===== config.mk =====
export PLATFORM = sky130hd
export DESIGN_NAME = div_16b_seq
export DESIGN_NICKNAME = d
export VERILOG_FILES = /design/src/rtl/div_16b_seq.sv
export SDC_FILE = /design/constraint.sdc
export NUM_CORES = 1
export LEC_CHECK = 0
export CAP_MARGIN = 20
export CORE_MARGIN = 4
export CORE_UTILIZATION = 51
export DETAILED_ROUTE_END_ITERATION = 10
export PLACE_DENSITY_LB_ADDON = 0.25
export REMOVE_ABC_BUFFERS = 1
export SYNTH_ARGS = -nofsm -noshare
export SYNTH_HDL_FRONTEND = slang
export SYNTH_SLANG_ARGS = --single-unit

===== constraint.sdc =====
create_clock -name clk -period 2.73 [get_ports clk]
set_input_delay 0.546 -clock clk [delete_from_list [all_inputs] [get_ports clk]]
set_output_delay 0.546 -clock clk [all_outputs]
set_load 0.01 [all_outputs]

===== src/rtl/div_16b_seq.sv =====
// Multi-cycle 16-bit restoring divider (start/done handshake) built on a 16-bit CLA.
// Optional macro DIV_SIGNED_EN selects two's-complement operands (truncating division).

module cla_16 (
  input  logic [15:0] a,
  input  logic [15:0] b,
  input  logic        cin,
  output logic [15:0] sum,
  output logic        cout
);
  logic [15:0] g;
  logic [15:0] p;
  logic [16:0] c;
  logic [3:0]  gg;
  logic [3:0]  gp;
  logic [4:0]  gc;

  assign g = a & b;
  assign p = a ^ b;

  // First level: 4-bit groups with full in-group lookahead
  generate
    for (genvar gi = 0; gi < 4; gi++) begin : g_grp
      localparam int B = 4 * gi;
      assign gp[gi] = &p[B+3:B];
      assign gg[gi] = g[B+3] | (p[B+3] & g[B+2]) | (p[B+3] & p[B+2] & g[B+1])
                    | (p[B+3] & p[B+2] & p[B+1] & g[B]);
      assign c[B]   = gc[gi];
      assign c[B+1] = g[B] | (p[B] & gc[gi]);
      assign c[B+2] = g[B+1] | (p[B+1] & g[B]) | (p[B+1] & p[B] & gc[gi]);
      assign c[B+3] = g[B+2] | (p[B+2] & g[B+1]) | (p[B+2] & p[B+1] & g[B])
                    | (p[B+2] & p[B+1] & p[B] & gc[gi]);
    end
  endgenerate

  // Second level: group carries straight from cin
  assign gc[0] = cin;
  assign gc[1] = gg[0] | (gp[0] & cin);
  assign gc[2] = gg[1] | (gp[1] & gg[0]) | (gp[1] & gp[0] & cin);
  assign gc[3] = gg[2] | (gp[2] & gg[1]) | (gp[2] & gp[1] & gg[0])
               | (gp[2] & gp[1] & gp[0] & cin);
  assign gc[4] = gg[3] | (gp[3] & gg[2]) | (gp[3] & gp[2] & gg[1])
               | (gp[3] & gp[2] & gp[1] & gg[0]) | (gp[3] & gp[2] & gp[1] & gp[0] & cin);
  assign c[16] = gc[4];

  assign sum  = p ^ c[15:0];
  assign cout = c[16];
endmodule

module div_16b_seq #(
  parameter int N     = 16,
  parameter int CNT_W = 5
) (
  input  logic         clk,
  input  logic         rst_n,
  input  logic         start,
  input  logic [N-1:0] dividend,
  input  logic [N-1:0] divisor,
  output logic         busy,
  output logic         done,
  output logic [N-1:0] quotient,
  output logic [N-1:0] remainder,
  output logic         div_by_zero
);
  typedef enum logic [1:0] {IDLE, RUN, DONE} state_t;

  state_t           state_reg, state_next;
  logic [N-1:0]     q_reg, q_next;
  logic [N:0]       r_reg, r_next;
  logic [N-1:0]     dvsr_reg, dvsr_next;
  logic [CNT_W-1:0] cnt_reg, cnt_next;
  logic [N-1:0]     quot_reg, quot_next;
  logic [N-1:0]     rem_reg, rem_next;
  logic             dz_reg, dz_next;

  logic [N:0]       r_shift;
  logic [N-1:0]     diff_lo;
  logic             carry_lo;
  logic             no_borrow;
  logic [N:0]       r_iter;
  logic [N-1:0]     q_iter;
  logic [N-1:0]     quot_fin;
  logic [N-1:0]     rem_fin;
  logic [N-1:0]     dz_rem_fin;
  logic [N-1:0]     dvd_lat;
  logic [N-1:0]     dvsr_lat;

  assign r_shift = {r_reg[N-1:0], q_reg[N-1]};

  cla_16 u_cla (
    .a    (r_shift[N-1:0]),
    .b    (~dvsr_reg),
    .cin  (1'b1),
    .sum  (diff_lo),
    .cout (carry_lo)
  );

  // Top bit of R - {0,D}: the extra divisor bit is 0, so its inverse is 1
  assign no_borrow = r_shift[N] | carry_lo;
  assign r_iter    = no_borrow ? {~(r_shift[N] ^ carry_lo), diff_lo} : r_shift;
  assign q_iter    = {q_reg[N-2:0], no_borrow};

`ifdef DIV_SIGNED_EN
  logic neg_q_reg, neg_q_next;
  logic neg_r_reg, neg_r_next;

  assign dvd_lat    = dividend[N-1] ? (~dividend + N'(1)) : dividend;
  assign dvsr_lat   = divisor[N-1]  ? (~divisor + N'(1))  : divisor;
  assign quot_fin   = neg_q_reg ? (~q_iter + N'(1)) : q_iter;
  assign rem_fin    = neg_r_reg ? (~r_iter[N-1:0] + N'(1)) : r_iter[N-1:0];
  // q_reg still holds |dividend|; restoring its sign yields the original dividend
  assign dz_rem_fin = neg_r_reg ? (~q_reg + N'(1)) : q_reg;

  always_ff @(posedge clk or negedge rst_n) begin
    if (!rst_n) begin
      neg_q_reg <= 1'b0;
      neg_r_reg <= 1'b0;
    end else begin
      neg_q_reg <= neg_q_next;
      neg_r_reg <= neg_r_next;
    end
  end

  always_comb begin
    neg_q_next = neg_q_reg;
    neg_r_next = neg_r_reg;
    if (state_reg == IDLE && start) begin
      neg_q_next = dividend[N-1] ^ divisor[N-1];
      neg_r_next = dividend[N-1];
    end
  end
`else
  assign dvd_lat    = dividend;
  assign dvsr_lat   = divisor;
  assign quot_fin   = q_iter;
  assign rem_fin    = r_iter[N-1:0];
  assign dz_rem_fin = q_reg;
`endif

  always_ff @(posedge clk or negedge rst_n) begin
    if (!rst_n) begin
      state_reg <= IDLE;
      q_reg     <= '0;
      r_reg     <= '0;
      dvsr_reg  <= '0;
      cnt_reg   <= '0;
      quot_reg  <= '0;
      rem_reg   <= '0;
      dz_reg    <= 1'b0;
    end else begin
      state_reg <= state_next;
      q_reg     <= q_next;
      r_reg     <= r_next;
      dvsr_reg  <= dvsr_next;
      cnt_reg   <= cnt_next;
      quot_reg  <= quot_next;
      rem_reg   <= rem_next;
      dz_reg    <= dz_next;
    end
  end

  always_comb begin
    state_next = state_reg;
    q_next     = q_reg;
    r_next     = r_reg;
    dvsr_next  = dvsr_reg;
    cnt_next   = cnt_reg;
    quot_next  = quot_reg;
    rem_next   = rem_reg;
    dz_next    = dz_reg;
    busy       = 1'b0;
    done       = 1'b0;
    unique case (state_reg)
      IDLE: begin
        if (start) begin
          q_next     = dvd_lat;
          r_next     = '0;
          dvsr_next  = dvsr_lat;
          cnt_next   = '0;
          dz_next    = 1'b0;
          state_next = RUN;
        end
      end
      RUN: begin
        busy = 1'b1;
        // Zero divisor is detected on the latched value and finishes on the first RUN edge
        if (dvsr_reg == '0) begin
          quot_next  = '1;
          rem_next   = dz_rem_fin;
          dz_next    = 1'b1;
          state_next = DONE;
        end else begin
          q_next   = q_iter;
          r_next   = r_iter;
          cnt_next = cnt_reg + CNT_W'(1);
          if (cnt_reg == CNT_W'(N - 1)) begin
            quot_next  = quot_fin;
            rem_next   = rem_fin;
            state_next = DONE;
          end
        end
      end
      DONE: begin
        done       = 1'b1;
        state_next = IDLE;
      end
      default: state_next = IDLE;
    endcase
  end

  assign quotient    = quot_reg;
  assign remainder   = rem_reg;
  assign div_by_zero = dz_reg;
endmodule

==> flow_summary.ini <==
[outcome]
status = finished clean

[power]
p_leak_uw = 0.00240
power.density_nw_per_um2 = 1540
ir_drop_mv = 0.679
power.total_uw = 8550

[clocking]
cts_root_buffer = clkbuf_8
cts_num_sinks = 88
path_clk_slew_ns = 0.09
cts_max_level = 3
cts_hold_buf = 0
cts_tree = built
numCtsBuffers = 9
cts_buffer_depth = 2
clk_latency_ns = 0.37

[finish]
final_cell_mix = 88 x dfrtp_1, 74 x nand2_1, 68 x clkdlybuf4s50_1
final_common_cell = dfrtp_1
num_antenna_cells = 0
utilization_pct = 66.7
area_growth_pct = 25.0
post_route_cells_drive_above_1_share_pct = 9.31
fin_area_um2 = 5570
finalNetCount = 589

[sta]
drv_slew = 0
finalSetupViolCount = 0
setup-tns-final_ns = 0
fin_crit_ns = 2.61
hold_violations = 0
finalClockSkew_ns = 0.0142
rsz0062_at_grt = no
min_period_over_period_pct = 95.8
fmax_mhz = 382
max_slew_margin_pct = 48.5
hold_ws_ns = 0.152
worst_pin_slew_ns = 0.772

[synthesis]
yosys_warnings = 0
ys.flop_type = dfrtp_1
synth_seq_area_share_pct = 49.5
synthCells = 453
synth_area_um2 = 4450
synth_cell_types = 53
ys_async_sr_fraction_pct = 100
synth_seq_cells = 88
synth_area_per_cell_um2 = 9.83
synth_edf_count = 0

[critical_path]
start_kind = register
r2r_start = r_reg[4]
r2r_setup_slack_ns = 0.12
crit_arrival_ns = 2.91
startpoint = r_reg[4]
end_kind = register
path_class = register to register
required_ns = 3.02
cp_max_fo = 5

[drt]
viasPerCell = 5.85
route.detailed.drc = 0
dr.pass1.iters = 4
antenna_left = 0
vias = 3754
drt_iter0_drc = 250
routed_wl_um = 11200
avgRoutedWirePerCell_um = 17.5

[grt]
grt_pass1_vias = 3768
grt_max_degree = 50
gr-usage-all-layers_pct = 22.8
gr-total-overflow = 0
antenna_found_initial = 1
grt_pass1_wl_um = 18300

[placement]
io_buffers = 69
post_dp_cell_area_um2 = 5290
routabilityCongestion = 0.854
dpl.hpwl_um = 8000

[hold_path]
hold_class = input pin to asynchronous set/reset pin

[die]
core_um2 = 8340
pin_count = 70
rows = 33
die-width_um = 101
die_h_um = 101
die_area_um2 = 10300
start_util_pct = 53.4

[job]
maxCapViolCount = 0
[synthesized netlist by cell type (2+ instances only)]
cell | number | share of area (%)
nor2_1 | 25 | 2.1
dfrtp_1 | 88 | 49
nand2b_1 | 3 | 0.42
nor4_1 | 7 | 0.98
clkbuf_1 | 17 | 1.4
o21ai_1 | 9 | 1.0
o21ai_0 | 28 | 3.1
xnor2_1 | 7 | 1.4
o22a_1 | 17 | 3.3
nand4_1 | 2 | 0.28
o21a_1 | 3 | 0.51
fa_1 | 3 | 1.3
buf_2 | 2 | 0.22
a22oi_1 | 4 | 0.67
nand2_1 | 74 | 6.2
o22ai_1 | 14 | 2.0
and3_1 | 2 | 0.28
mux2_4 | 2 | 0.67
a21oi_1 | 20 | 2.2
o31ai_1 | 5 | 0.84
a31oi_1 | 18 | 2.5
inv_1 | 23 | 1.9
nand2_2 | 2 | 0.28
mux2i_1 | 10 | 2.2
or4_1 | 2 | 0.34
nor3_1 | 3 | 0.34
xor2_1 | 5 | 0.98
a21oi_2 | 3 | 0.59
and2_1 | 4 | 0.56
ha_1 | 19 | 5.3
nand3_1 | 10 | 1.1
[metrics by stage]
| stage | std cells | setup slack [ns] |
|---|---|---|
| after detailed placement | 620 | 0.106 |
| after global placement | 620 | 0.207 |
| after CTS | 636 | 0.0896 |
| after floorplan | 431 | 0.176 |
| after global routing | 642 | 0.0101 |
| final | 642 | 0.116 |
[metal layers]
metal	vias to the layer above	track usage [%]	routed length (µm)
li1	1772	-	-
met1	1855	30.1	4760
met4	2	8.08	239
met3	25	4.82	532
met5	-	0	13
met2	100	37.2	5700
[timing repair]
| action | CTS | global route |
|---|---|---|
| setup endpoints to repair | 0 | 6 |
| gates resized for setup | 0 | 1 |
| setup buffers | 0 | 5 |
[final cells by class]
type	count	area, µm²
multi-input cells	319	2060
well taps	105	131
repair buffers	90	858
flip-flops and latches	88	2200
clock buffers	9	124
inverters	24	90.1
clock inverters	7	103
fillers	698	2780
[critical path, cell delays in order, from the launching register on]
cell     delay [ns]
dfrtp_1        0.43
ha_1           0.38
a21oi_2        0.20
o21ai_1        0.13
a211o_1        0.37
nor2_1         0.17
fa_1           0.44
mux2_4         0.30
o21ai_1        0.12
[logic make-up (layout without fill, tap and decap cells)]
logic type,Yosys count,after routing,synth area share [%]
buf+inv,46,130,4.35
compound gates,133,133,19.9
mux,13,13,3.18
flops,88,88,49.5
simple gates,139,139,14.1
fa+ha+maj,22,22,6.69
xor+xnor,12,12,2.36
[final timing paths]
check	cells after the start	to
min reg2reg	2	div_by_zero
max in group asynchronous	2	r_reg[6]
min in group clk	2	div_by_zero
min	1	remainder[12]
max	8	r_reg[12]
max reg2reg	8	r_reg[12]
[where the power goes]
part	internal (µW)	switching, µW	total (µW)
combinational	2350	2710	5060
sequential	1960	504	2460
clock	525	501	1030
total	4840	3710	8550
No activity file was read; power rests on OpenSTA's default activity.
==> variant (same flow settings) <==
The parameter `CNT_W` goes from 5 to 10.
--- a/src/rtl/div_16b_seq.sv
+++ b/src/rtl/div_16b_seq.sv
@@ -51,3 +51,3 @@
   parameter int N     = 16,
-  parameter int CNT_W = 5
+  parameter int CNT_W = 10
 ) (
Formal check against the unedited RTL: same outputs for any inputs over 10 cycles, from zero or initial values and one cycle with rst_n low; that may be too few to reach the edited logic, so the function may still have changed.
==> variant against the original RTL <==
Synthesized area grew 9.0%; critical endpoint is now remainder[8]; final area up 13%; worst setup slack got worse by 37 ps; sequential cell count rose by 5; maximum frequency shrank 1.4%; clock skew up 2.3 ps; synthesized cell count up 13%; final cell count up 17%; wire length up 16%.
Power is left out: it rests on default switching activity, and per cell area and clock period it moved more than threefold.
==> variant: results (changes against the original RTL) <==
| Metric | Value |
|---|---|
| Outcome | finished clean |
| Met3 WL | 775 um (+46%) |
| Largest net degree at the start of global routing | 47 (-6.0%) |
| Worst R2R Start | r_reg[2] |
| Critical Path End | remainder[8] |
| Sequential-to-total area share from yosys stat | 0.479 (-0.0151) |
| Initial antenna violation count | 0 (-1) |
| Clock skew | 16.6 ps (+2.35 ps) |
| Avg Inst Size Synth | 9.44 um2 (-3.9%) |
| Number of global-route vias before repair | 4263 (+13%) |
| Met1 WL | 5710 um (+20%) |
| Max FO, Critical Path | 30 (+25) |
| Top sig layer | met4 |
| GP Congestion | 0.915 (+7.2%) |
| Distinct cells, synth | 55 (+3.8%) |
| Nets | 671 (+14%) |
| GRT Total Usage | 0.239 (+0.0115) |
| Slowest cell on the critical path | a2111o_1 |
| Routed WL | 13100 um (+16%) |
| Filler instances | 766 (+9.7%) |
| Number of vias per cell | 5.91 (+0.99%) |
| First-pass GRT wire length | 21400 um (+17%) |
| Slew @ Worst Pin | 650 ps (-123 ps) |
| Vias after detailed routing | 4417 (+18%) |
| Fin Hold WS | 163 ps (+11.7 ps) |
| Setup WS pre-CTS | -103 ps (-209 ps) |
| Cell family with most CP delay | compound AO/OA/AOI/OAI gates |
==> variant: changes by cell type after synthesis, moves of 6 or more <==
cell       change
nand2_1        +7
clkbuf_1       +6
o2111ai_1      +6
a22oi_1       +14
o21ai_0        +7
nand4_1       +15
nand3_1       +19
o21ai_1        -7
a31oi_1       -11
a21oi_1        -8
o211ai_1      +18
==> variant: final cells by class <==
class                           count  area [um2]  share of cell area
Timing Repair Buffer              120        1100               0.175
Inverter                           28         105              0.0168
Sequential cell                    93        2330               0.371
Clock buffer                        9         124              0.0198
Clock inverter                      6        93.8              0.0150
Tap cell                          129         161              0.0258
Multi-Input combinational cell    363        2360               0.376
==> variant: kinds of logic after synthesis <==
group	Yosys count	share of synthesized area
DFF	93	0.479
and+or+nand+nor	175	0.168
muxes	6	0.0126
AOI/OAI and AO/OA	147	0.209
buffers and inverters	58	0.0477
adders and majority gates	21	0.0588
xor gates and xnor gates	14	0.0253
